### src/rtl/mc_sequencer_if.sv
// mc_sequencer_if -- control bundle between the multi-cycle sequencer and its datapath/memory.
//   opcode   : instr[6:0] from the instruction register
//   mem_ack  : memory completion
//   halt_req : stop request
//   ir_we, pc_we, rf_we : datapath strobes
//   mem_req, mem_we     : memory request and write qualifier
//   state    : current sequencer state encoding
//   busy     : instruction in flight
//   fault    : sticky memory-timeout flag
// The master modport is the sequencer; the slave modport is the datapath/memory side.
interface mc_sequencer_if;
   localparam int unsigned OPCODE_W = 7;
   localparam int unsigned STATE_W  = 3;

   logic [OPCODE_W-1:0] opcode;
   logic                mem_ack;
   logic                halt_req;
   logic                ir_we;
   logic                pc_we;
   logic                rf_we;
   logic                mem_req;
   logic                mem_we;
   logic [STATE_W-1:0]  state;
   logic                busy;
   logic                fault;

   modport master (
      input  opcode, mem_ack, halt_req,
      output ir_we, pc_we, rf_we, mem_req, mem_we, state, busy, fault
   );

   modport slave (
      output opcode, mem_ack, halt_req,
      input  ir_we, pc_we, rf_we, mem_req, mem_we, state, busy, fault
   );
endinterface

### src/rtl/mc_sequencer.sv
// mc_sequencer -- multi-cycle instruction sequencer:
//   IDLE -> FETCH -> DECODE -> EXEC -> [MEM] -> WB -> FETCH / HALT.
// Ports:
//   clk   : system clock, all state changes on the rising edge
//   rst_n : asynchronous active-low reset
//   bus   : mc_sequencer_if.master (opcode, mem_ack, halt_req in;
//           ir_we, pc_we, rf_we, mem_req, mem_we, state, busy, fault out)
// Parameter TIMEOUT: memory-wait cycle limit, used only with the optional timeout.
// Optional feature: define MC_SEQ_TIMEOUT_EN to enable the memory-wait timeout
// counter and the FAULT state; without it waits are unbounded and fault stays 0.
// ir_we is a Mealy output (FETCH and mem_ack); every other output is a flop
// loaded from the next state, so it always reflects the registered state.
module mc_sequencer #(
   parameter int unsigned TIMEOUT = 15
) (
   input logic            clk,
   input logic            rst_n,
   mc_sequencer_if.master bus
);
   typedef enum logic [2:0] {
      S_IDLE   = 3'd0,
      S_FETCH  = 3'd1,
      S_DECODE = 3'd2,
      S_EXEC   = 3'd3,
      S_MEM    = 3'd4,
      S_WB     = 3'd5,
      S_HALT   = 3'd6,
      S_FAULT  = 3'd7
   } state_e;

   localparam logic [6:0] OP_LOAD  = 7'b0000011;
   localparam logic [6:0] OP_STORE = 7'b0100011;
   localparam logic [6:0] OP_RTYPE = 7'b0110011;
   localparam logic [6:0] OP_ITYPE = 7'b0010011;
   localparam logic [6:0] OP_JAL   = 7'b1101111;
   localparam logic [6:0] OP_JALR  = 7'b1100111;
   localparam logic [6:0] OP_LUI   = 7'b0110111;
   localparam logic [6:0] OP_AUIPC = 7'b0010111;

   state_e state_q, state_d;
   logic   ir_we_c;
   logic   pc_we_q,   pc_we_d;
   logic   rf_we_q,   rf_we_d;
   logic   mem_req_q, mem_req_d;
   logic   mem_we_q,  mem_we_d;
   logic   busy_q,    busy_d;
   logic   fault_q,   fault_d;
   logic   is_mem_op;
   logic   writes_rf;
   logic   wait_expired;

   // Opcode classification: memory access and register-file writers.
   always_comb begin
      is_mem_op = (bus.opcode == OP_LOAD) || (bus.opcode == OP_STORE);
      writes_rf = 1'b0;
      case (bus.opcode)
         OP_RTYPE, OP_ITYPE, OP_LOAD, OP_JAL,
         OP_JALR, OP_LUI, OP_AUIPC: writes_rf = 1'b1;
         default:                   writes_rf = 1'b0;
      endcase
   end

`ifdef MC_SEQ_TIMEOUT_EN
   localparam int unsigned CNT_W = (TIMEOUT < 1) ? 1 : $clog2(TIMEOUT + 1);

   logic [CNT_W-1:0] cnt_q, cnt_d;

   // This wait cycle is the TIMEOUT-th one without an ack.
   always_comb wait_expired = ((32'(cnt_q) + 32'd1) >= TIMEOUT);

   // Wait counter: clears on entry to FETCH/MEM, counts unacknowledged request cycles.
   always_comb begin
      cnt_d = cnt_q;
      if (((state_d == S_FETCH) || (state_d == S_MEM)) && (state_d != state_q)) begin
         cnt_d = '0;
      end else if (mem_req_q && !bus.mem_ack && !wait_expired) begin
         cnt_d = cnt_q + CNT_W'(1);
      end
   end

   always_ff @(posedge clk or negedge rst_n) begin
      if (!rst_n) cnt_q <= '0;
      else        cnt_q <= cnt_d;
   end
`else
   logic unused_timeout;

   always_comb wait_expired = 1'b0;
   assign unused_timeout = ^TIMEOUT;
`endif

   // Next-state logic and the Mealy instruction-register strobe.
   always_comb begin
      state_d = state_q;
      ir_we_c = 1'b0;
      case (state_q)
         S_IDLE:   state_d = bus.halt_req ? S_HALT : S_FETCH;
         S_FETCH: begin
            if (bus.mem_ack) begin
               ir_we_c = 1'b1;
               state_d = S_DECODE;
            end else if (wait_expired) begin
               state_d = S_FAULT;
            end
         end
         S_DECODE: state_d = S_EXEC;
         S_EXEC:   state_d = is_mem_op ? S_MEM : S_WB;
         S_MEM: begin
            if (bus.mem_ack)       state_d = S_WB;
            else if (wait_expired) state_d = S_FAULT;
         end
         S_WB:     state_d = bus.halt_req ? S_HALT : S_FETCH;
         S_HALT:   state_d = bus.halt_req ? S_HALT : S_FETCH;
         S_FAULT:  state_d = S_FAULT;
         default:  state_d = S_IDLE;
      endcase
   end

   // Moore outputs decoded from the state about to be registered.
   always_comb begin
      mem_req_d = (state_d == S_FETCH) || (state_d == S_MEM);
      mem_we_d  = (state_d == S_MEM) && (bus.opcode == OP_STORE);
      pc_we_d   = (state_d == S_WB);
      rf_we_d   = (state_d == S_WB) && writes_rf;
      busy_d    = (state_d == S_FETCH) || (state_d == S_DECODE) || (state_d == S_EXEC) ||
                  (state_d == S_MEM)   || (state_d == S_WB);
`ifdef MC_SEQ_TIMEOUT_EN
      fault_d   = fault_q || (state_d == S_FAULT);
`else
      fault_d   = 1'b0;
`endif
   end

   // State and output registers.
   always_ff @(posedge clk or negedge rst_n) begin
      if (!rst_n) begin
         state_q   <= S_IDLE;
         pc_we_q   <= 1'b0;
         rf_we_q   <= 1'b0;
         mem_req_q <= 1'b0;
         mem_we_q  <= 1'b0;
         busy_q    <= 1'b0;
         fault_q   <= 1'b0;
      end else begin
         state_q   <= state_d;
         pc_we_q   <= pc_we_d;
         rf_we_q   <= rf_we_d;
         mem_req_q <= mem_req_d;
         mem_we_q  <= mem_we_d;
         busy_q    <= busy_d;
         fault_q   <= fault_d;
      end
   end

   assign bus.state   = state_q;
   assign bus.ir_we   = ir_we_c;
   assign bus.pc_we   = pc_we_q;
   assign bus.rf_we   = rf_we_q;
   assign bus.mem_req = mem_req_q;
   assign bus.mem_we  = mem_we_q;
   assign bus.busy    = busy_q;
   assign bus.fault   = fault_q;
endmodule

### src/flat_wrapper.sv
// flat-port wrapper written by rule: the top's interface ports become plain ports
module mc_sequencer_flat 
#(
   parameter int unsigned TIMEOUT = 15
)
  (clk, rst_n, bus_opcode, bus_mem_ack, bus_halt_req, bus_ir_we, bus_pc_we, bus_rf_we, bus_mem_req, bus_mem_we, bus_state, bus_busy, bus_fault);
  mc_sequencer_if bus_i ();
  input logic clk;
  input logic rst_n;
  input wire logic [$bits(bus_i.opcode)-1:0] bus_opcode;
  input wire logic [$bits(bus_i.mem_ack)-1:0] bus_mem_ack;
  input wire logic [$bits(bus_i.halt_req)-1:0] bus_halt_req;
  output wire logic [$bits(bus_i.ir_we)-1:0] bus_ir_we;
  output wire logic [$bits(bus_i.pc_we)-1:0] bus_pc_we;
  output wire logic [$bits(bus_i.rf_we)-1:0] bus_rf_we;
  output wire logic [$bits(bus_i.mem_req)-1:0] bus_mem_req;
  output wire logic [$bits(bus_i.mem_we)-1:0] bus_mem_we;
  output wire logic [$bits(bus_i.state)-1:0] bus_state;
  output wire logic [$bits(bus_i.busy)-1:0] bus_busy;
  output wire logic [$bits(bus_i.fault)-1:0] bus_fault;
  assign bus_i.opcode = bus_opcode;
  assign bus_i.mem_ack = bus_mem_ack;
  assign bus_i.halt_req = bus_halt_req;
  assign bus_ir_we = bus_i.ir_we;
  assign bus_pc_we = bus_i.pc_we;
  assign bus_rf_we = bus_i.rf_we;
  assign bus_mem_req = bus_i.mem_req;
  assign bus_mem_we = bus_i.mem_we;
  assign bus_state = bus_i.state;
  assign bus_busy = bus_i.busy;
  assign bus_fault = bus_i.fault;
  mc_sequencer #(.TIMEOUT(TIMEOUT)) u_core (.clk(clk), .rst_n(rst_n), .bus(bus_i));
endmodule
### config.mk
export PLATFORM = sky130hd
export DESIGN_NAME = mc_sequencer_flat
export DESIGN_NICKNAME = d
export VERILOG_FILES = /design/src/rtl/mc_sequencer_if.sv /design/src/rtl/mc_sequencer.sv /design/src/flat_wrapper.sv
export SDC_FILE = /design/constraint.sdc
export NUM_CORES = 1
export LEC_CHECK = 0
export ABC_CLOCK_PERIOD_IN_PS = 3100
export CAP_MARGIN = 20
export CORE_MARGIN = 4
export CORE_UTILIZATION = 40
export DETAILED_ROUTE_END_ITERATION = 10
export PLACE_DENSITY = 0.82
export SETUP_SLACK_MARGIN = 0.5
export SYNTH_ARGS = -nofsm -noshare
export SYNTH_HDL_FRONTEND = slang
export SYNTH_SLANG_ARGS = --single-unit
### constraint.sdc
create_clock -name clk -period 3.1 [get_ports clk]
set_clock_uncertainty 0.2 [all_clocks]
set_input_delay 0.31 -clock clk [delete_from_list [all_inputs] [get_ports clk]]
set_output_delay 0.31 -clock clk [all_outputs]
set_load 0.1 [all_outputs]
==> metrics.md, run 1 <==
| Metric | Value |
|---|---|
| Status | `completed` |
| Vias | `a little under 500` |
| Final nets | `87` |
| Dominant synthesized flop cell | `dfrtp_1` |
| Yosys top cell area share | `between 30% and 40%` |
| Setup TNS | `0 ns` |
| Average size of a mapped cell | `10.3 sq um` |
| Worst setup SP type | `register` |
| GRT Util Overall | `between 10% and 20%` |
| Seq/Total Area, Yosys | `about a third` |
| Most frequent cells in the layout | `10 x clkdlybuf4s50_1, 9 x buf_4, 8 x dfrtp_1` |
| PD cells | `~1200 nW/um^2` |
| Die area | `2110 sq um` |
| Mapped Nets | `67` |
| Worst skew pair latency | `0.24 ns` |
| Pre-antenna DRT Iters | `4` |
| Syn. warnings | `0` |
| Most common cell after layout, fill and taps aside | `clkdlybuf4s50_1` |
| Top Ports | `21` |
| First-pass GRT wire length | `1.95 mm` |
| Worst-path clk slew | `roughly 0.050 ns` |
| Distinct cells, synth | `34` |
| Overall power | `between 0.8 and 0.9 mW` |
| Clk buf depth | `2` |
| DP Wirelength | `~990 um` |
| Endpoints failing setup | `0` |
| Worst Path Max Fanout | `15` |
| Worst VDD drop | `slightly below 0.6 mV` |
| Num CTS Buffers | `3` |
| Clk root buf | `clkbuf_4` |
| Yosys reg bits | `8` |
| CTS tree | `done` |
| Die width | `between 40 and 50 um` |
| Final Hold Fails | `0` |
| Layout cells sized above 1 | `28.4%` |
| Post-CTS Setup Bufs | `0` |
| Clock Sinks | `8` |
| RSZ-0062 raised after global routing | `no` |
| Post-cts sizing count | `0` |
| Antenna-violating nets left | `0` |
| CP Data Required Time | `around 2.6 ns` |
| Grt total ovfl | `0` |
| Leak | `0.316 nW` |
| H-Tree Depth | `1` |
| Initial antenna violation count | `0` |
| Layout overhead on the synthesized area | `31.5%` |
| FF-to-FF setup slack | `~1.4 ns` |
| Initial Util | `between 40 and 50%` |
| Drt total wl | `~1.2 mm` |
| Fillers | `between 100 and 150` |
| Asr flop ratio synth | `between 90% and 100%` |
| Reg-to-reg endpoint | `u_core.bus.state[0]` |
| Reg2reg path depth | `3` |
| Area of the mapped netlist | `about 580 sq um` |
| Worst reg2reg startpoint | `u_core.bus.state[0]` |
| Max cap viols | `0` |
| Port bufs | `19` |
| Synth top area cells | `dfrtp_1 35%, a221oi_2 5.2%, nand4bb_4 4.8%` |
| Vias in the first global route | `468` |
| Slew Limit Fails | `0` |
| Largest net degree at the start of global routing | `16` |
| Vias per inst | `about 5.5` |
| Mapped Cells | `56` |
| Period utilisation layout | `approximately two thirds` |
| Yosys top cell by area | `dfrtp_1` |
| Hold buffer count at cts | `0` |
| Worst path arrival time | `about 1.5 ns` |
| Gp weighted congestion | `between 0.8 and 0.9` |
| Core Region | `about 1300 sq um` |
| Hold Path Class | `in2async` |
| Site row count | `13` |
| Min Clock Period, post-route | `~2 ns` |
| Diodes inserted | `0` |
| Drt first-iter violations | `9` |
| Fmax | `about 500 MHz` |
| Chip Height | `46.0 um` |
| Worst Setup End Kind | `primary output` |
| DRC Markers | `0` |
| Crit Path Class | `reg2out` |
| Number of enable flip-flop cells after synthesis | `0` |
| DR WL/cell | `approximately 14 um` |
| WHS | `around 0.14 ns` |
==> worst max-delay path by stage <==
stage / startpoint / to / cells past startpoint
floorplan: u_core.bus.state[0] / bus_ir_we / 2
global placement: bus_mem_ack / bus_ir_we / 4
detailed placement: bus_mem_ack / bus_ir_we / 4
CTS: u_core.bus.state[0] / bus_ir_we / 3
global route: u_core.bus.state[0] / bus_ir_we / 3
finish: u_core.bus.state[0] / bus_ir_we / 3
==> Yosys cell counts (2+ instances only) <==
cell / instances
buf_6: 2
nand2_1: 5
nor2_1: 3
o21ai_1: 2
nand3_1: 2
nand2b_1: 3
dfrtp_1: 8
nor3_1: 2
o21ai_0: 3
a221oi_2: 2
==> stage by stage <==
stage / area, sq um / util, % / cells / setup slack (ns)
after floorplan: 584 / - / 56 / 0.733
final: 758 / 56.8 / 89 / 1.05
after global placement: 736 / 55.2 / 86 / 1.19
after global routing: 758 / 56.8 / 89 / 0.955
after detailed placement: 736 / 55.2 / 86 / 1.17
after CTS: 758 / 56.8 / 89 / 1.04
==> area by class of cell <==
cell class / count / area [sq um] / area share [%]
multi-input cells: 43 / 345 / 45.5
flip-flops and latches: 8 / 200 / 26.4
inverters: 1 / 3.75 / 0.495
well taps: 15 / 18.8 / 2.48
clock buffers: 3 / 22.5 / 2.97
repair buffers: 19 / 168 / 22.1
==> cells by family after synthesis <==
group	synth area share [%]
muxes	1.74
AOI/OAI and AO/OA	23.9
other	0.650
DFF	34.7
adders and majority gates	1.74
buffers and inverters	6.72
xor gates and xnor gates	1.52
and+or+nand+nor	29.1
==> metal layers <==
layer / track usage, % / up-vias / routed length, um
li1: - / 248 / -
met2: 24.2 / 19 / 626
met1: 13.3 / 220 / 496
met4: 3.41 / 0 / 0
met5: 0 / - / 0
met3: 6.32 / 0 / 117
==> sequential cells by signal, indices dropped and copies added, names as in the netlist <==
signal	cells
u_core.bus.state	3
u_core.bus.mem_req	1
u_core.bus.rf_we	1
u_core.bus.mem_we	1
u_core.bus.pc_we	1
u_core.bus.busy	1
==> where the power goes <==
part	leakage (nW)	internal, mW	switching [mW]
registers	0.0978	0.142	0.0785
clock network	0.0138	0.0440	0.0314
logic	0.204	0.162	0.419
==> critical path, cell delays in order, from the launching register on <==
cell and delay, ns:
dfrtp_1 0.62, nand2b_1 0.26, nor2_4 0.12, buf_4 0.29
Power figures use the tool's default switching activity.
==> inputs of run 2 (changes only) <==
--- a/config.mk
+++ b/config.mk
@@ -5,10 +5,10 @@
 export SDC_FILE = /design/constraint.sdc
 export NUM_CORES = 1
 export LEC_CHECK = 0
-export ABC_CLOCK_PERIOD_IN_PS = 3100
+export ABC_CLOCK_PERIOD_IN_PS = 1600
 export CAP_MARGIN = 20
 export CORE_MARGIN = 4
-export CORE_UTILIZATION = 40
+export CORE_UTILIZATION = 38
 export DETAILED_ROUTE_END_ITERATION = 10
 export PLACE_DENSITY = 0.82
 export SETUP_SLACK_MARGIN = 0.5
==> constraint.sdc (replaced) <==
create_clock -name clk -period 1.6 [get_ports clk]
set_clock_uncertainty 0.2 [all_clocks]
set_input_delay 0.16 -clock clk [delete_from_list [all_inputs] [get_ports clk]]
set_output_delay 0.16 -clock clk [all_outputs]
set_load 0.1 [all_outputs]
==> metrics.md, run 2 (synthesis results as in run 1) <==
| Metric | Value |
|---|---|
| Final Hold Fails | `8` |
| GRT Util Overall | `16.1%` |
| Initial antenna violation count | `0` |
| PD cells | `2260 nW/um^2` |
| Post-DP Area | `915 sq um` |
| FF-to-FF setup slack | `0.02 ns` |
| Grt total ovfl | `0` |
| Worst path arrival time | `1.53 ns` |
| Chip Height | `47.0 um` |
| Worst reg2reg startpoint | `u_core.bus.state[2]` |
| CTS tree | `done` |
| Reg area | `~220 sq um` |
| Vias in the first global route | `553` |
| Worst setup SP type | `register` |
| RSZ-0062 raised after global routing | `yes` |
| Hold Path Class | `in2async` |
| Layout cells sized above 1 | `between 60% and 70%` |
| Worst Path Max Fanout | `5` |
| Final setup margin | `0.0211 ns` |
| Pre-antenna DRT Iters | `4` |
| Crit Path Class | `reg2reg` |
| Initial Util | `roughly 42%` |
| First-pass GRT wire length | `~2.4 mm` |
| Cell area after layout | `about 1100 sq um` |
| Vias per inst | `around 5.6` |
| Overall power | `about 2.5 mW` |
| Setup TNS | `0 ns` |
| Die area | `between 2000 and 2500 sq um` |
| Largest register FFs | `3` |
| Clock Sinks | `8` |
| WHS | `-0.00804 ns` |
| Worst-path clk slew | `0.05 ns` |
| Violated checks | `negative hold slack` |
| DRC Markers | `0` |
| Diodes inserted | `0` |
| Port bufs | `19` |
| Endpoints failing setup | `0` |
| Final nets | `around 100` |
| Worst skew pair latency | `around 0.25 ns` |
| Vias | `roughly 580` |
| Top Ports | `21` |
| Drt total wl | `about 1.7 mm` |
| Clk root buf | `clkbuf_4` |
| CP Data Required Time | `1.55 ns` |
| Pre-CTS setup slack | `-0.131 ns` |
| Reg-to-reg endpoint | `u_core.bus.rf_we` |
| Slew Limit Fails | `0` |
| Worst VDD drop | `around 1.3 mV` |
| Area of the multi-input gates | `~410 sq um` |
| DP Wirelength | `between 1 and 1.5 mm` |
| Reg2reg path depth | `4` |
| Site row count | `13` |
| Most frequent cells in the layout | `9 x clkdlybuf4s50_1, 9 x buf_12, 8 x buf_4` |
| Status | `finished, violations left` |
| Fmax | `between 600 and 700 MHz` |
| Layout overhead on the synthesized area | `91.3%` |
| H-Tree Depth | `1` |
| Die width | `about 47 um` |
| Max cap viols | `0` |
| Gp weighted congestion | `between 0.8 and 0.9` |
| Period utilisation layout | `between 90% and 100%` |
| Worst Setup End Kind | `register` |
| Min Clock Period, post-route | `1.58 ns` |
| Clk buf depth | `2` |
| DR WL/cell | `approximately 17 um` |
| Antenna-violating nets left | `0` |
| Largest net degree at the start of global routing | `13` |
| Fillers | `80` |
| Drt first-iter violations | `17` |
| Core Region | `roughly 1400 sq um` |
| Leak | `0.458 nW` |
| Num CTS Buffers | `3` |
[run 2: layout make-up]
cell class	instances	area share, %
Multi-Input combinational cell	43	37.4
Timing Repair Buffer	33	38.8
Tap cell	15	1.70
Inverter	1	0.340
Clock buffer	3	2.04
Sequential cell	8	19.7
[run 2: metrics by stage]
| stage | utilization [%] | instances | hold WS (ns) |
|---|---|---|---|
| 2_1_floorplan | - | 56 | -0.336 |
| 3_3_place_gp | 66.9 | 90 | 0.248 |
| 3_5_place_dp | 66.9 | 90 | 0.265 |
| 4_1_cts | 74.4 | 101 | -0.00887 |
| 5_1_grt | 80.8 | 103 | 0.0268 |
| 6_report | 80.8 | 103 | -0.00804 |
[run 2: worst max path at each step]
stage | to | cells after the start | start | slack [ns]
after global placement | u_core.bus.state[1] | 4 | bus_halt_req | -0.01
after floorplan | bus_ir_we | 3 | u_core.bus.state[2] | -0.23
after detailed placement | u_core.bus.state[1] | 4 | bus_halt_req | -0.13
after global routing | u_core.bus.rf_we | 4 | u_core.bus.state[2] | -0.01
after CTS | bus_ir_we | 4 | u_core.bus.state[1] | 0.04
final | u_core.bus.rf_we | 4 | u_core.bus.state[2] | 0.02
[run 2: metal layers]
| metal | global-route usage, % | share of wire, % | up-vias |
|---|---|---|---|
| met5 | 0 | 0 | - |
| met1 | 17.4 | 38 | 267 |
| li1 | - | - | 270 |
| met3 | 4.98 | 9.2 | 6 |
| met2 | 27.1 | 50 | 33 |
| met4 | 9.94 | 3.1 | 0 |
[run 2: power breakdown]
group | internal [mW] | switching [mW] | leakage, nW
registers | 0.308 | 0.0683 | 0.0890
clock network | 0.0855 | 0.0633 | 0.0138
logic | 0.853 | 1.12 | 0.355
total | 1.25 | 1.25 | 0.458
[run 2: what timing repair did]
action | in CTS | in global routing
cloned | 0 | 1
endpoints found under the hold margin | 8 | 0
endpoints found under the setup margin | 17 | 17
gates resized for setup | 6 | 13
buffers inserted | 8 | 1
pin swaps | 3 | 4
[run 2: worst max-delay path, stage by stage, from the launching register on]
cell and delay [ns]:
dfrtp_4 0.51, buf_6 0.13, and2b_2 0.26, o311ai_4 0.12, a221oi_2 0.27
